### src/rtl/wb_stage_if.sv
// MEM/WB to register-file bundle for the write-back stage.
// master drives the MEM/WB values; slave is the stage that registers them.
interface wb_stage_if #(
  parameter int unsigned word_size = 32,
  parameter int unsigned reg_size  = 5
);
  logic [1:0]           wb_control_signals;
  logic [word_size-1:0] ReadData;
  logic [word_size-1:0] AluResult;
  logic [reg_size-1:0]  destination_reg;
  logic [word_size-1:0] WriteData;
  logic [reg_size-1:0]  WriteReg;
  logic                 RegWriteEn;

  modport master (
    output wb_control_signals,
    output ReadData,
    output AluResult,
    output destination_reg,
    input  WriteData,
    input  WriteReg,
    input  RegWriteEn
  );

  modport slave (
    input  wb_control_signals,
    input  ReadData,
    input  AluResult,
    input  destination_reg,
    output WriteData,
    output WriteReg,
    output RegWriteEn
  );
endinterface

### src/rtl/wb_stage.sv
// Write-back stage: picks load data or ALU result and registers the
// register-file write port one cycle after the MEM/WB inputs.
module wb_stage #(
  parameter int unsigned word_size = 32,
  parameter int unsigned reg_size  = 5
) (
  input logic         clk,
  input logic         reset,
  wb_stage_if.slave   wb
);

  logic [word_size-1:0] write_data_d, write_data_q;
  logic [reg_size-1:0]  write_reg_d,  write_reg_q;
  logic                 reg_write_en_d, reg_write_en_q;

  always_comb begin
    write_data_d   = wb.wb_control_signals[0] ? wb.ReadData : wb.AluResult;
    write_reg_d    = wb.destination_reg;
    // x0 is hard-wired zero, so a write to it is suppressed here.
    reg_write_en_d = wb.wb_control_signals[1] && (wb.destination_reg != '0);
  end

  always_ff @(posedge clk or posedge reset) begin
    if (reset) begin
      write_data_q   <= '0;
      write_reg_q    <= '0;
      reg_write_en_q <= 1'b0;
    end else begin
      write_data_q   <= write_data_d;
      write_reg_q    <= write_reg_d;
      reg_write_en_q <= reg_write_en_d;
    end
  end

  assign wb.WriteData  = write_data_q;
  assign wb.WriteReg   = write_reg_q;
  assign wb.RegWriteEn = reg_write_en_q;

endmodule

### src/flat_wrapper.sv
// flat-port wrapper written by rule: the top's interface ports become plain ports
module wb_stage_flat 
#(
  parameter int unsigned word_size = 32,
  parameter int unsigned reg_size  = 5
)
  (clk, reset, wb_wb_control_signals, wb_ReadData, wb_AluResult, wb_destination_reg, wb_WriteData, wb_WriteReg, wb_RegWriteEn);
  wb_stage_if #(.word_size(word_size), .reg_size(reg_size)) wb_i ();
  input logic clk;
  input logic reset;
  input wire logic [$bits(wb_i.wb_control_signals)-1:0] wb_wb_control_signals;
  input wire logic [$bits(wb_i.ReadData)-1:0] wb_ReadData;
  input wire logic [$bits(wb_i.AluResult)-1:0] wb_AluResult;
  input wire logic [$bits(wb_i.destination_reg)-1:0] wb_destination_reg;
  output wire logic [$bits(wb_i.WriteData)-1:0] wb_WriteData;
  output wire logic [$bits(wb_i.WriteReg)-1:0] wb_WriteReg;
  output wire logic [$bits(wb_i.RegWriteEn)-1:0] wb_RegWriteEn;
  assign wb_i.wb_control_signals = wb_wb_control_signals;
  assign wb_i.ReadData = wb_ReadData;
  assign wb_i.AluResult = wb_AluResult;
  assign wb_i.destination_reg = wb_destination_reg;
  assign wb_WriteData = wb_i.WriteData;
  assign wb_WriteReg = wb_i.WriteReg;
  assign wb_RegWriteEn = wb_i.RegWriteEn;
  wb_stage #(.word_size(word_size), .reg_size(reg_size)) u_core (.clk(clk), .reset(reset), .wb(wb_i));
endmodule
### config.mk
export PLATFORM = sky130hd
export DESIGN_NAME = wb_stage_flat
export DESIGN_NICKNAME = d
export VERILOG_FILES = /design/src/rtl/wb_stage_if.sv /design/src/rtl/wb_stage.sv /design/src/flat_wrapper.sv
export SDC_FILE = /design/constraint.sdc
export NUM_CORES = 1
export LEC_CHECK = 0
export CAP_MARGIN = 20
export CORE_MARGIN = 1
export CORE_UTILIZATION = 32
export CTS_CLUSTER_SIZE = 20
export DETAILED_ROUTE_END_ITERATION = 10
export MAX_ROUTING_LAYER = met4
export PLACE_DENSITY = 0.78
export SYNTH_ARGS = -nofsm -noshare
export SYNTH_HDL_FRONTEND = slang
export SYNTH_SLANG_ARGS = --single-unit
### constraint.sdc
create_clock -name clk -period 1.6 [get_ports clk]
set_clock_uncertainty 0.2 [all_clocks]
set_input_delay 0.32 -clock clk [delete_from_list [all_inputs] [get_ports clk]]
set_output_delay 0.32 -clock clk [all_outputs]
set_load 0.03 [all_outputs]
==> results of run 1 <==
power by group:
part | internal [mW] | total [mW] | switching [mW]
Combinational | 0.285 | 0.536 | 0.251
Sequential | 1.03 | 1.04 | 0.0157
Clock | 0.624 | 0.969 | 0.345
Total | 1.94 | 2.55 | 0.611
how the worst min path moves through the flow:
stage                          startpoint                              end  slack, ns  depth (start not counted)
floorplan           wb_destination_reg[0]  u_core.wb.WriteReg[0]$_DFF_PP0_       0.15                          0
global placement                    reset  u_core.wb.WriteReg[1]$_DFF_PP0_       0.49                          3
detailed placement                  reset  u_core.wb.WriteReg[1]$_DFF_PP0_       0.51                          3
CTS                                 reset  u_core.wb.WriteReg[1]$_DFF_PP0_       0.19                          3
global route                        reset   u_core.wb.RegWriteEn$_DFF_PP0_       0.21                          3
finish                              reset  u_core.wb.WriteReg[1]$_DFF_PP0_       0.18                          3
per-layer routing:
metal	global-route usage	up-vias	wire length (µm)
li1	-	491	-
met1	0.170	507	1270
met2	0.306	58	2130
met3	0.0524	9	281
met4	0.0691	0	91
met5	-	-	0
repair_timing:
action                     CTS  global route
cloned                       0             0
gates resized for setup     38             3
setup endpoints to repair   38             3
logic make-up after synthesis:
kind of cell           Yosys count  share of synthesized area
AO/OA/AOI/OAI                    1                    0.00553
flip-flops                      38                      0.700
buffers and inverters            5                     0.0230
multiplexers                    32                      0.265
AND/OR/NAND/NOR                  1                    0.00553
final cells by class:
class                      instances  share of cell area
timing repair buffer             112               0.418
sequential                        38               0.362
multi-input combinational         34               0.143
clock buffer                       5              0.0262
inverter                           1             0.00143
tap                               50              0.0238
clock inverter                     3              0.0262
stage by stage:
| stage | setup slack [ns] | util |
|---|---|---|
| 2_1_floorplan | 0.219 | - |
| 4_1_cts | 0.0164 | 0.651 |
| 6_report | 0.0409 | 0.652 |
| 3_3_place_gp | -0.135 | 0.629 |
| 5_1_grt | 0.00623 | 0.652 |
| 3_5_place_dp | -0.163 | 0.629 |
registers in the layout, summed over array words and instances, names as in the netlist:
signal,cells
u_core.wb.RegWriteEn,1
u_core.wb.WriteData,32
u_core.wb.WriteReg,5
placed cells by master, fill, tap and decap left out:
cell type        netlist  routed
clkdlybuf4s50_1        0      72
dfrtp_1               38      38
dlygate4sd2_1          0      35
mux2_2                30      30
clkbuf_8               0       5
clkdlybuf4s15_1        0       3
mux2_1                 2       2
bufinv_16              0       2
buf_12                 0       2
or4_1                  1       1
o21a_1                 1       1
inv_1                  1       1
clkinv_4               0       1
==> results.md, run 1 <==
* Crit share post-route at 0.974
* Final nets at 265
* Area contributors post-synth: dfrtp_1 (70%), mux2_2 (25%), buf_4 (1.7%)
* Post-DP HPWL at 2910 µm
* Register area at 951 µm²
* Final instance area at 0.00263 mm²
* Clk pin slew, worst setup/hold paths at 0.08 ns
* Worst EP required at 1.08 ns
* Rel. slew slack at 0.772
* Die W at 67.1 µm
* Seq/Total Area, Yosys at 0.700
* MaxCap Viol Count at 0
* Flops & latches, synth at 38
* RSZ-0062 raised after global routing: no
* CTS Sinks at 38
* Antenna Cells at 0
* Gr ovfl total at 0
* Filler Cells Inserted at 306
* PortBufs at 110
* Dpl cells at 235
* # hold bufs at CTS at 0
* WHS at 0.181 ns
* Multi-input gate area at 375 µm²
* Via count at 1065
* Total stage count of the critical path at 1
* CP Launch Type: flip-flop
* Prevailing post-synth register cell: dfrtp_1
* Detailed Route Iter0 Violations at 15
* Die Area at 0.00451 mm²
* Area growth, synth to finish at 93.5%
* Via density at 4.38
* Crit path max-delay family: buffers and inverters
* GPL Wtd Cong at 0.623
* Post-DP Area at 0.00253 mm²
* Asr flop ratio synth at 1.00
* Synth area leader: dfrtp_1
* Top-area cell type share of the netlist area at 0.700
* Syn Std Cell Area at 0.00136 mm²
* Chip Height at 67.1 µm
* Peak VDD IR at 0.489 mV
* Maximum root-to-sink buffer count at 2
* Crit path buf inv count at 1
* Initial Utilization at 0.337
* Pin count of the biggest net entering global routing at 39
* DR WL/cell at 15.5 µm
* Distinct cell type count of the synthesized netlist at 8
* CP arrival at 1.04 ns
* Core footprint at 0.00403 mm²
* Final hold vios at 0
* Setup Buffers After CTS at 0
* F_max at 641 MHz
* Total Power at 2.55 mW
* Cell Pwr Density at 970 mW/mm²
* Clock buffer count from CTS at 5
* DRT Pass-1 Iters at 4
* Routed Antenna Nets at 0
* Crit-path max cell delay at 0.42 ns
* Layout cell share with drive strength beyond 1 at 0.207
* Synth cell count leaders: dfrtp_1 (38), mux2_2 (30), buf_4 (3), mux2_1 (2)
* Final wirelength at 3770 µm
* Worst path slowest cell: dlygate4sd2_1
* Clock Tree Root: clkbuf_8
* Critical path origin: u_core.wb.WriteData[26]$_DFF_PP0_
* CTS tree: yes
* Initial antenna violation count at 0
* # IOs at 111
* Kind of critical path: flip-flop to output port
* Final setup fails at 0
* Syn Area/Cell at 17.6 µm²
* Final Max Tran Viols at 0
* Final Critical Period at 1.56 ns
* Worst-path fanout max at 1
* P_leak at 1.14 nW
* Cells along the critical path: dlygate4sd2_1
* Vias in the first global route at 1103
* DRC Markers at 0
* Status: finished, final reports clean
* First-pass GRT wire length at 5190 µm
* Final std cells w/o fill at 243
* Worst min path class: input port to asynchronous set/reset pin
* Post-synth EDFFs at 0
* Synth warnings at 0
* Worst slew pin tran at 0.343 ns
* Syn Nets at 150
* Syn Inst Count at 77
* # H-tree levels at 2
* Endpoint type of the worst setup path: output port
* Site row count at 23
* Gr usage total at 0.171
* CP Capture Point: wb_WriteData[26]
* Fin Setup TNS at 0 ns
* Most instantiated library cell after synthesis: dfrtp_1
Power figures use the tool's default switching activity.
==> inputs of run 2 (changes only) <==
REMOVE_ABC_BUFFERS = 1   (was default)
==> run 2 against run 1 <==
  * Total power fell by 12%
  * Clock-buffer cell count rose by 2
  * Worst setup slack improved by 0.013 ns
  * Sequential cell count did not move
  * Largest cell class unchanged
  * Die area did not move
  * Cell area fell by 1.2%
  * Fmax rose by 0.84%
  * Largest power group unchanged
  * Utilization fell by 0.78 points
  * Sequential share of layout area rose by 0.44 points
  * Combinational power barely moved
  * Highest routed layer unchanged
  * Non-clock buffer count rose by 1
  * Hold slack improved by 0.0031 ns
==> results.md, run 2 (synthesis gave the netlist of run 1 again) <==
* P_leak at 1.13 nW (-0.79%)
* Endpoint type of the worst setup path: output port
* Final hold vios at 0 (unchanged)
* PortBufs at 110 (unchanged)
* Die W at 67.1 µm (unchanged)
* Routed Antenna Nets at 0 (unchanged)
* # IOs at 111 (unchanged)
* Layout cell share with drive strength beyond 1 at 0.211 (+0.00409)
* Clock buffer count from CTS at 5 (unchanged)
* # hold bufs at CTS at 0 (unchanged)
* First-pass GRT wire length at 4770 µm (-8.1%)
* Maximum root-to-sink buffer count at 2 (unchanged)
* Core footprint at 0.00403 mm² (unchanged)
* Antenna Cells at 0 (unchanged)
* Max reg flops at 32 (unchanged)
* Met2 wire length at 1750 µm (-18%)
* Status: finished, final reports clean
* Setup ws final at 0.0539 ns (+0.0131 ns)
* Kind of critical path: flip-flop to output port
* Final instance area at 0.00260 mm² (-1.2%)
* CP arrival at 1.03 ns (about the same)
* # H-tree levels at 2 (unchanged)
* DRC Markers at 0 (unchanged)
* Pin count of the biggest net entering global routing at 39 (unchanged)
* Clock Tree Root: clkbuf_8
* Site row count at 23 (unchanged)
* Final setup fails at 0 (unchanged)
* Vias in the first global route at 1100 (-0.27%)
* Peak VDD IR at 0.487 mV (-0.39%)
* Gr ovfl total at 0 (unchanged)
* CP Launch Type: flip-flop
* Metal3 WL at 313 µm (+11%)
* Worst min path class: input port to asynchronous set/reset pin
* Commonest non-fill, non-tap cell in the layout: clkdlybuf4s50_1
* Final Max Tran Viols at 0 (unchanged)
* Pint at 1.67 mW (-14%)
* Area growth, synth to finish at 91.2%
* Crit path max-delay family: buffers and inverters
* Post-DP Area at 0.00255 mm² (+0.69%)
* Via count at 1069 (+0.38%)
* Worst-path fanout max at 1 (unchanged)
* CTS Sinks at 38 (unchanged)
* Final wirelength at 3110 µm (-18%)
* Crit-path max cell delay at 0.40 ns (-0.02 ns)
* DR WL/cell at 12.7 µm (-18%)
* Chip Height at 67.1 µm (unchanged)
* Total Power at 2.24 mW (-12%)
* Commonest non-fill, non-tap cells in the layout: clkdlybuf4s50_1 (72), dfrtp_1 (38), dlygate4sd2_1 (37), mux2_2 (30), clkbuf_8 (6)
* Detailed Route Iter0 Violations at 2 (-13)
* Final nets at 266 (+0.38%)
* Initial antenna violation count at 0 (unchanged)
* Highest metal used: met4
* Final Critical Period at 1.55 ns (-0.0131 ns)
* Sequential Power Share at 0.467 (+0.058)
* Rel. slew slack at 0.785 (+0.0129)
* Clk pin slew, worst setup/hold paths at 0.07 ns (about the same)
* Sw Ratio at 0.255 (+0.0152)
* Post-place setup slack at -0.170 ns (-0.00684 ns)
* Post-DP HPWL at 2520 µm (-13%)
* Psw at 571 µW (-6.6%)
* Cell Pwr Density at 862 mW/mm² (-11%)
* F_max at 647 MHz (+0.84%)
* GPL Wtd Cong at 0.646 (+3.7%)
* Via density at 4.38 (about the same)
* Crit path buf inv count at 1 (unchanged)
* Worst path slowest cell: dlygate4sd2_1
* Worst EP required at 1.08 ns (about the same)
* RSZ-0062 raised after global routing: no
* Clock share of power at 0.293 (-0.087)
* Crit share post-route at 0.966 (-0.00816)
* Cells along the critical path: dlygate4sd2_1
* Initial Utilization at 0.337 (unchanged)
* Worst slew pin tran at 0.324 ns (-0.0194 ns)
* Die Area at 0.00451 mm² (unchanged)
* CTS tree: yes
* Logic pwr share at 0.240 (+0.030)
* DRT Pass-1 Iters at 3 (-1)
* Met1 WL at 994 µm (-22%)
* Critical path origin: u_core.wb.WriteData[4]$_DFF_PP0_
* Gr usage total at 0.154 (-0.0164)
* MaxCap Viol Count at 0 (unchanged)
run 2: area by class of cell:
class	count	area, µm²
flip-flops and latches	38	951
inverters	1	3.75
fillers	315	1430
repair buffers	113	1110
multi-input cells	34	375
well taps	50	62.6
clock buffers	7	86.3
clock inverters	1	5.00
run 2: power by group through the flow:
stage,combinational (mW),sequential [mW],clock [mW]
after CTS,0.546,1.05,0.678
final,0.537,1.04,0.655
after detailed placement,0.594,1.07,0
after floorplan,0.0821,1.21,0
after global routing,0.573,1.05,0.728
after global placement,0.581,1.06,0
run 2: through the flow:
| step | utilization | cells | setup TNS [ns] | hold slack [ns] |
|---|---|---|---|---|
| after CTS | 0.644 | 244 | 0 | 0.184 |
| final | 0.644 | 244 | 0 | 0.184 |
| after floorplan | - | 73 | 0 | 0.151 |
| after global routing | 0.644 | 244 | 0 | 0.226 |
| after global placement | 0.633 | 236 | -3.47 | 0.496 |
| after detailed placement | 0.633 | 236 | -4.23 | 0.496 |
run 2: worst paths after layout:
kind / endpoint / cells after the start
max: wb_WriteData[4] / 1
min: u_core.wb.WriteData[3]$_DFF_PP0_ / 3
max in group asynchronous: u_core.wb.WriteData[0]$_DFF_PP0_ / 3
min in group clk: u_core.wb.WriteReg[0]$_DFF_PP0_ / 1
run 2: metal layers:
| metal | vias up | track usage |
|---|---|---|
| met2 | 66 | 0.278 |
| li1 | 495 | - |
| met1 | 503 | 0.147 |
| met5 | - | - |
| met4 | 0 | 0.0505 |
| met3 | 5 | 0.0642 |
run 2: timing repair:
item / CTS / global route
endpoints found under the setup margin: 37 / 0
buffers inserted: 0 / 0
resized for setup: 37 / 0
==> inputs of run 3 (changes only) <==
CORE_MARGIN = 2   (was 1)
==> run 3 against run 2 <==
  * Total power decreased by 3.3%
  * Routed wire length up 7.3%
  * Fmax up 0.82%
  * Critical path depth stayed put
  * Largest cell class unchanged
  * Cell area fell by 1.1%
==> results.md, run 3 (synthesis gave the netlist of run 1 again) <==
* Final Critical Period at 1.53 ns (-0.0126 ns)
* Commonest non-fill, non-tap cell in the layout: clkdlybuf4s50_1
* Dpl cells at 236 (unchanged)
* Die Area at 0.00478 mm² (+6.0%)
* Final std cells w/o fill at 243 (-0.41%)
* Rel. slew slack at 0.781 (-0.00431)
* Via count at 1044 (-2.3%)
* Vias in the first global route at 1178 (+7.1%)
* Clk pin slew, worst setup/hold paths at 0.07 ns (about the same)
* # IOs at 111 (unchanged)
* Layout cell share with drive strength beyond 1 at 0.202 (-0.00927)
* CP arrival at 1.01 ns (-0.02 ns)
* DRC Markers at 0 (unchanged)
* Maximum root-to-sink buffer count at 2 (unchanged)
* # H-tree levels at 2 (unchanged)
* Clock buffer count from CTS at 5 (unchanged)
* DRT Pass-1 Iters at 3 (unchanged)
* MaxCap Viol Count at 0 (unchanged)
* Final hold vios at 0 (unchanged)
* Worst-path fanout max at 1 (unchanged)
* Filler Cells Inserted at 304 (-3.5%)
* Peak VDD IR at 0.529 mV (+8.6%)
* Endpoint type of the worst setup path: output port
* Detailed Route Iter0 Violations at 12 (+10)
* Setup ws final at 0.0665 ns (+0.0126 ns)
* DR WL/cell at 13.7 µm (+7.8%)
* Commonest non-fill, non-tap cells in the layout: clkdlybuf4s50_1 (72), dfrtp_1 (38), dlygate4sd2_1 (37), mux2_2 (30), clkbuf_8 (5)
* CTS Sinks at 38 (unchanged)
* Worst path slowest cell: dlygate4sd2_1
* CP Launch Type: flip-flop
* Initial antenna violation count at 0 (unchanged)
* Pin count of the biggest net entering global routing at 33 (-15%)
* Gr usage total at 0.152 (-0.00232)
* Status: finished, final reports clean
* Crit share post-route at 0.958 (-0.00790)
* Cells along the critical path: dlygate4sd2_1
* Post-place setup slack at -0.177 ns (-0.00683 ns)
* Worst slew pin tran at 0.331 ns (+0.00650 ns)
* P_leak at 1.12 nW (-1.3%)
* GPL Wtd Cong at 0.733 (+14%)
* Final nets at 266 (unchanged)
* Cell Pwr Density at 842 mW/mm² (-2.2%)
* Clock Tree Root: clkbuf_8
* Final Max Tran Viols at 0 (unchanged)
* Max reg flops at 32 (unchanged)
* Total Power at 2.16 mW (-3.3%)
* Chip Height at 69.1 µm (+3.0%)
* Kind of critical path: flip-flop to output port
* Crit path buf inv count at 1 (unchanged)
* Core footprint at 0.00403 mm² (unchanged)
* Routed Antenna Nets at 0 (unchanged)
* First-pass GRT wire length at 5510 µm (+16%)
* Initial Utilization at 0.337 (unchanged)
* Die W at 69.1 µm (+3.0%)
* CTS tree: yes
* Antenna Cells at 0 (unchanged)
* # hold bufs at CTS at 0 (unchanged)
* Fin Setup TNS at 0 ns (unchanged)
* Site row count at 23 (unchanged)
* F_max at 652 MHz (+0.82%)
* PortBufs at 110 (unchanged)
* Final wirelength at 3330 µm (+7.3%)
* Crit-path max cell delay at 0.40 ns (about the same)
* Worst min path class: input port to asynchronous set/reset pin
* Final setup fails at 0 (unchanged)
* RSZ-0062 raised after global routing: no
* Gr ovfl total at 0 (unchanged)
* Via density at 4.30 (-1.9%)
* Area growth, synth to finish at 89.2%
* Crit path max-delay family: buffers and inverters
* Worst EP required at 1.08 ns (about the same)
## run 3: repair_timing
| item | CTS | global route |
|---|---|---|
| hold endpoints to repair | 0 | 0 |
| buffers inserted | 0 | 0 |
| setup endpoints to repair | 37 | 0 |
| resized for setup | 37 | 0 |
## run 3: power breakdown
group	switching, mW	internal (mW)	leakage (nW)
Sequential	0.0167	1.03	0.443
Clock	0.283	0.299	0.0383
Combinational	0.248	0.287	0.639
Total	0.548	1.62	1.12
## run 3: area by class of cell
cell class              instances  area, µm²  share of cell area
clock buffers                   7       76.3              0.0297
inverters                       1       3.75             0.00146
multi-input cells              34        375               0.146
flip-flops and latches         38        951               0.370
well taps                      50       62.6              0.0244
repair buffers                113       1100               0.428
## run 3: routing by layer
layer / vias up / global-route usage / share of wire
met5: - / - / 0
met4: 0 / 0.0632 / 0.014
met3: 5 / 0.0468 / 0.070
met2: 62 / 0.256 / 0.57
met1: 486 / 0.166 / 0.35
li1: 491 / - / -
## run 3: per-stage QoR
step | util | hold WS, ns | cell area [µm²]
final | 0.638 | 0.181 | 2570
after global routing | 0.638 | 0.210 | 2570
after CTS | 0.638 | 0.182 | 2570
after detailed placement | 0.630 | 0.490 | 2540
after global placement | 0.630 | 0.481 | 2540
after floorplan | - | 0.151 | 1330
## run 3: worst max path at each step
stage / start / endpoint / slack [ns] / cells past startpoint
finish: u_core.wb.WriteData[31]$_DFF_PP0_ / wb_WriteData[31] / 0.07 / 1
CTS: u_core.wb.WriteData[7]$_DFF_PP0_ / wb_WriteData[7] / 0.05 / 1
global placement: wb_destination_reg[0] / u_core.wb.RegWriteEn$_DFF_PP0_ / -0.13 / 3
global route: u_core.wb.WriteData[7]$_DFF_PP0_ / wb_WriteData[7] / 0.004 / 1
detailed placement: wb_destination_reg[3] / u_core.wb.RegWriteEn$_DFF_PP0_ / -0.18 / 3
floorplan: reset / u_core.wb.RegWriteEn$_DFF_PP0_ / 0.22 / 1
## run 3: worst min-delay path: cells and delay by family
family	cells	cell delay, ns
buf+inv	3	0.71
